`config.mk`:
```
export PLATFORM = sky130hd
export DESIGN_NAME = infifo_dispatch
export DESIGN_NICKNAME = d
export VERILOG_FILES = /design/src/rtl/infifo_dispatch.sv
export SDC_FILE = /design/constraint.sdc
export NUM_CORES = 1
export LEC_CHECK = 0
export CORE_MARGIN = 1.5
export CORE_UTILIZATION = 41
export CTS_BUF_LIST = sky130_fd_sc_hd__clkbuf_2 sky130_fd_sc_hd__clkbuf_4 sky130_fd_sc_hd__clkbuf_8
export DETAILED_ROUTE_END_ITERATION = 16
export PLACE_DENSITY = 0.81
export SYNTH_ARGS = -nofsm -noshare
export SYNTH_HDL_FRONTEND = slang
export SYNTH_SLANG_ARGS = --single-unit
```
`constraint.sdc`:
```
create_clock -name clk -period 3.5 [get_ports clk]
set_input_delay 0.7 -clock clk [delete_from_list [all_inputs] [get_ports clk]]
set_output_delay 0.7 -clock clk [all_outputs]
set_load 0.1 [all_outputs]
```
`src/rtl/infifo_dispatch.sv`:
```
// Packet write dispatcher: steers a source's packet words to one of NUM_THREADS input FIFOs (round-robin or explicit select).
// Optional macro INFIFO_WR_STRETCH_EN widens each fifowrite_out strobe to two cycles.
module infifo_dispatch #(
  parameter int NUM_THREADS = 8,
  parameter int SEL_W       = 3
) (
  input  logic                   clk,
  input  logic                   reset,
  input  logic                   firstword_in,
  input  logic                   fifowrite_in,
  input  logic                   lastword_in,
  input  logic                   enable_cpu_in,
  input  logic [SEL_W-1:0]       thread_sel,
  input  logic                   auto_mode,
  input  logic [NUM_THREADS-1:0] thread_full,
  output logic [NUM_THREADS-1:0] firstword_out,
  output logic [NUM_THREADS-1:0] fifowrite_out,
  output logic [NUM_THREADS-1:0] enable_cpu_out,
  output logic                   ready_out,
  output logic [SEL_W-1:0]       cur_thread,
  output logic                   sel_err
);

  localparam int SEL_N = 2 ** SEL_W;

  typedef enum logic {IDLE, PKT} state_t;

  state_t                 state, state_nxt;
  logic [SEL_W-1:0]       rr_ptr, tgt, cand, rot_idx;
  logic                   auto_latched;
  logic [SEL_N-1:0]       full_pad;
  logic                   cand_ok, accept, start, pkt_end, bad_start, advance_rr;
  logic [NUM_THREADS-1:0] cand_hot, rot_hot, strobe, first_strobe;

  // Selects beyond NUM_THREADS read as full so they can never be accepted.
  always_comb begin
    full_pad                  = '1;
    full_pad[NUM_THREADS-1:0] = thread_full;
  end

  always_comb begin
    cand     = (state == PKT) ? tgt : (auto_mode ? rr_ptr : thread_sel);
    cand_ok  = ({1'b0, cand} < (SEL_W + 1)'(NUM_THREADS));
    cand_hot = NUM_THREADS'(1) << cand;
    rot_idx  = (cand == '0) ? SEL_W'(NUM_THREADS - 1) : cand - SEL_W'(1);
    rot_hot  = NUM_THREADS'(1) << rot_idx;
  end

  always_ff @(posedge clk) begin
    if (reset) state <= IDLE;
    else       state <= state_nxt;
  end

  always_comb begin
    state_nxt    = state;
    strobe       = '0;
    first_strobe = '0;
    start        = 1'b0;
    pkt_end      = 1'b0;
    bad_start    = 1'b0;
    ready_out    = ~reset & cand_ok & ~full_pad[cand];
    accept       = fifowrite_in & ready_out;
    case (state)
      IDLE: begin
        bad_start = fifowrite_in & firstword_in & ~cand_ok;
        // Words arriving outside a packet without firstword_in are dropped.
        if (accept && firstword_in) begin
          start        = 1'b1;
          strobe       = cand_hot;
          first_strobe = cand_hot;
          if (lastword_in) pkt_end   = 1'b1;
          else             state_nxt = PKT;
        end
      end
      PKT: begin
        if (accept) begin
          strobe = cand_hot;
          if (lastword_in) begin
            pkt_end   = 1'b1;
            state_nxt = IDLE;
          end
        end
      end
      default: state_nxt = IDLE;
    endcase
  end

  // The round-robin pointer only moves for packets that were started in auto mode.
  assign advance_rr = pkt_end & (start ? auto_mode : auto_latched);

  always_ff @(posedge clk) begin
    if (reset) begin
      rr_ptr       <= '0;
      tgt          <= '0;
      cur_thread   <= '0;
      auto_latched <= 1'b0;
      sel_err      <= 1'b0;
    end else begin
      sel_err <= bad_start;
      if (start) begin
        tgt          <= cand;
        cur_thread   <= cand;
        auto_latched <= auto_mode;
      end
      if (advance_rr)
        rr_ptr <= (rr_ptr == SEL_W'(NUM_THREADS - 1)) ? '0 : rr_ptr + SEL_W'(1);
    end
  end

  assign firstword_out  = first_strobe;
  assign enable_cpu_out = (~reset & cand_ok & enable_cpu_in) ? rot_hot : '0;

`ifdef INFIFO_WR_STRETCH_EN
  logic [NUM_THREADS-1:0] strobe_q;

  always_ff @(posedge clk) begin
    if (reset) strobe_q <= '0;
    else       strobe_q <= strobe;
  end

  assign fifowrite_out = reset ? '0 : (strobe | strobe_q);
`else
  assign fifowrite_out = strobe;
`endif

endmodule

```
==> impl_metrics.py, run 1 <==
metrics = {
    "status": {
        "status": "aborted with a tool error",
        "stop_stage": "clock tree synthesis",
        "tool.error": "[ERROR DPL-0033] detailed placement checks failed during check placement.",
    },
    "clocking": {
        "htree_levels": 1,
        "cts_sinks": 8,
        "hold_buffers": 0,
        "cts_buffers": 3,
        "clockBufferDepth": 2,
        "postCtsSetupBuffers": 5,
        "root_buffer": "clkbuf_4",
        "cts_resized": 24,
    },
    "synth": {
        "seq_area_frac_synth_pct": 16.91,
        "syn_nets": 131,
        "synth_edf_count": 0,
        "netlist_area_um2": 947.2,
        "yosys_warnings": 0,
        "synth_flop_cell": "dfxtp_1",
        "synth_cells": 109,
        "synth.distinct_cells": 41,
        "synth-seq-cells": 8,
        "synth_area_per_cell_um2": 8.690,
        "synth-async-reset-ratio_pct": 0,
    },
    "placement": {
        "io_buffers": 45,
        "detailed_place_hpwl_mm": 3.387,
        "place.gp.congestion": 0.8687,
    },
    "die": {
        "start_util_pct": 43.23,
        "die_w_um": 51.07,
        "io-pin-count": 47,
        "die_h_um": 51.07,
        "num_rows": 17,
    },
}
==> stage by stage <==
step	hold WS [ps]	cell area, um2	setup TNS (ps)	std cells	setup WS, ps
floorplan	482.1	1117	-6314	109	-352.3
global placement	510.1	2024	-6390	205	-356.6
detailed placement	528.1	2024	-8295	205	-469.7
==> cell usage after synthesis, types with 2 or more instances <==
| cell type | number | share of area, % |
|---|---|---|
| nor2b_1 | 6 | 4.0 |
| o211ai_1 | 2 | 1.6 |
| nand3b_1 | 3 | 2.4 |
| and3_2 | 2 | 1.6 |
| mux2i_1 | 2 | 2.1 |
| dfxtp_1 | 8 | 17 |
| mux2_1 | 2 | 2.4 |
| and3_1 | 2 | 1.3 |
| nor3_1 | 12 | 6.3 |
| nand2_4 | 2 | 2.4 |
| nor2_1 | 14 | 5.5 |
| a21oi_1 | 2 | 1.1 |
| nand2_1 | 12 | 4.8 |
| mux2_4 | 8 | 13 |
| a311oi_1 | 2 | 1.8 |
| ha_1 | 4 | 5.3 |
| a311oi_2 | 2 | 3.2 |
==> cells by family after synthesis <==
group	share of synthesized area, %
compound gates	15.32
fa+ha+maj	5.284
simple gates	34.87
other cells	0.3959
mux	20.74
flops	16.91
buf+inv	6.472
==> run 2, diff against run 1 <==
==> config.mk (replaced) <==
export PLATFORM = sky130hd
export DESIGN_NAME = infifo_dispatch
export DESIGN_NICKNAME = d
export VERILOG_FILES = /design/src/rtl/infifo_dispatch.sv
export SDC_FILE = /design/constraint.sdc
export NUM_CORES = 1
export LEC_CHECK = 0
export CORE_AREA = 2 2 63 65
export DETAILED_ROUTE_END_ITERATION = 16
export DIE_AREA = 0 0 65 67
export PLACE_DENSITY_LB_ADDON = 0.15
export SYNTH_ARGS = -nofsm -noshare
export SYNTH_HDL_FRONTEND = slang
export SYNTH_SLANG_ARGS = --single-unit
==> impl_metrics.py, run 2 <==
metrics = {
    "drt": {
        "postRouteAntennaNets": 0,
        "drc": 0,
        "drt-total-wl_mm": 3.282,
        "drtPass1Iterations": 4,
        "wire_per_inst_um": 13.97,
        "viasPerCell": 4.660,
        "num_vias": 1095,
        "drt_iter0_drc": 30,
    },
    "timing": {
        "slew_viol_final": 0,
        "finalSetupTns_ps": 0,
        "hold_viol": 0,
        "fmax_mhz": 291.7,
        "slew_headroom_pct": 35.53,
        "finalCritPeriodShare_pct": 97.95,
        "fin_ws_ps": 71.67,
        "final.setup_skew_ps": 7.076,
        "setup_viol": 0,
        "finalCriticalPeriod_ps": 3428,
        "rsz0062_at_grt": "false",
        "worst_pin_slew_ps": 964.0,
    },
    "clocking": {
        "htree_levels": 1,
        "cts_buffers": 3,
        "clk_latency_ps": 230,
        "cts_tree": "built",
        "hold_buffers": 0,
        "clk_pin_slew_ps": 40,
        "root_buffer": "clkbuf_8",
        "cts_sinks": 8,
        "clockBufferDepth": 2,
    },
    "synth": {
        "synth_flop_cell": "dfxtp_1",
        "syn_nets": 131,
        "synth_cells": 109,
        "seq_area_frac_synth_pct": 16.91,
        "yosysMostFrequentCell": "nor2_1",
        "synth_edf_count": 0,
        "yosys_warnings": 0,
        "synth-seq-cells": 8,
        "synth_common_cells": "14 x nor2_1, 12 x nand2_1, 12 x nor3_1",
        "synth.distinct_cells": 41,
        "synth-async-reset-ratio_pct": 0,
        "synth_top_area_share_pct": 16.91,
        "synth_area_per_cell_um2": 8.690,
        "netlist_area_um2": 947.2,
        "synth_area_leader_cell": "dfxtp_1",
        "netlist_top_cells_area": "dfxtp_1 17%, mux2_4 13%, nor3_1 6.3%",
    },
    "placement": {
        "io_buffers": 45,
        "detailed_place_hpwl_mm": 2.696,
        "place_ws_ps": -432.7,
        "dpl_cell_area_um2": 2059,
        "place.gp.congestion": 0.7697,
    },
    "final_layout": {
        "area_growth_pct": 131.8,
        "final_common_cell": "buf_4",
        "nNetsFinal": 211,
        "reg_top3": "rr_ptr: 3 flops, tgt: 3 flops",
        "fillers": 317,
        "drive_above_1_share_pct": 60.96,
        "fin_area_um2": 2196,
        "antennaDiodeCount": 0,
        "layout_common_cells": "32 x buf_4, 27 x buf_12, 15 x clkdlybuf4s50_1, 12 x nand2_1, 11 x nor3_4",
    },
    "setup_path": {
        "path_max_fanout": 5,
        "end_kind": "primary output",
        "path_cells": "buf_6, mux2_4, o21ai_4, mux2_4, a221oi_4, nand2_4, buf_12, inv_8, and4bb_4, buf_12",
        "crit_path_start_kind": "input port",
        "critical_path_arrival_ps": 2730,
        "rr_startpoint": "state",
        "cp_slowest_cell": "a221oi_4",
        "critPathRequiredTime_ps": 2800,
        "worstSetupPathType": "input port to primary output",
        "max_stage_delay_ps": 380,
        "cp-startpoint": "auto_mode",
    },
    "global_routing": {
        "grt_start_max_net_pins": 10,
        "grt_pass1_wl_mm": 5.326,
        "first_global_vias": 1138,
        "grtUsageTotal_pct": 15.90,
        "overflow": 0,
        "antenna_found_initial": 0,
    },
    "worst_hold_path": {
        "min_path_type": "flip-flop to flip-flop",
        "hp-start": "rr_ptr[0]",
    },
    "die": {
        "die_h_um": 67,
        "die-area_um2": 4355,
        "start_util_pct": 26.27,
        "die_w_um": 65,
        "io-pin-count": 47,
        "coreArea_um2": 3606,
        "num_rows": 22,
    },
    "status": {
        "status": "finished, final reports clean",
    },
    "power_and_ir_drop": {
        "power_density_nw_per_um2": 221.4,
        "vdd_drop_max_mv": 0.1807,
        "leakagePower_nw": 0.9793,
    },
    "flow_run": {
        "cap_violations": 0,
    },
}
[run 2: what timing repair did]
action | CTS | global route
pin swaps | 5 | 5
gates resized for setup | 18 | 4
buffers inserted | 3 | 3
cloned | 0 | 0
endpoints found under the hold margin | 0 | 0
endpoints found under the setup margin | 21 | 12
[run 2: cells by family (layout without fill, tap and decap cells)]
kind of cell    Yosys count  after routing  synth area share (%)
fa+ha+maj                 4              4                 5.284
buf+inv                   8             86                 6.472
other cells               1              1                0.3959
flops                     8              8                 16.91
simple gates             60             60                 34.87
compound gates           14             14                 15.32
mux                      14             14                 20.74
[run 2: critical path: cells and delay by family]
kind | cells | cell delay, ps
AND/OR/NAND/NOR | 2 | 350
multiplexers | 2 | 640
buffers and inverters | 4 | 460
AO/OA/AOI/OAI | 2 | 570
[run 2: layout make-up]
cell class	instances	area [um2]	area share, %
repair buffers	80	993.5	45.24
multi-input cells	93	922.1	41.99
flip-flops and latches	8	160.2	7.293
well taps	48	60.06	2.735
clock buffers	3	41.29	1.880
inverters	3	18.77	0.8547
[run 2: path summary, 6_finish.rpt]
path | slack [ps] | cells past startpoint | to
max | 70 | 10 | firstword_out[3]
min | 560 | 1 | rr_ptr[0]
max reg2reg | 950 | 8 | tgt[2]
min reg2reg | 560 | 1 | rr_ptr[0]
[run 2: report_power, final]
| part | internal (mW) | leakage [nW] | total [mW] | switching, mW |
|---|---|---|---|---|
| sequential | 0.0945 | 0.0648 | 0.0987 | 0.00426 |
| clock | 0.0746 | 0.0216 | 0.112 | 0.0377 |
| combinational | 0.121 | 0.893 | 0.275 | 0.154 |
| total | 0.290 | 0.979 | 0.486 | 0.196 |
[run 2: layer usage]
metal	global-route usage, %	wire [um]	vias to the layer above
li1	-	-	550
met1	17.21	1296	511
met2	31.06	1796	32
met3	2.365	172	2
met4	5.585	16	0
met5	0	0	-
[run 2: through the flow]
step	std cells	hold WS, ps	util [%]	total power [mW]
after global placement	227	508.7	57.11	0.3540
after global routing	235	570.6	60.90	0.5114
final	235	561.5	60.90	0.4861
after CTS	233	552.0	60.03	0.4853
after floorplan	109	482.1	-	0.2562
after detailed placement	227	547.3	57.11	0.3561
No activity file was read; power rests on OpenSTA's default activity.
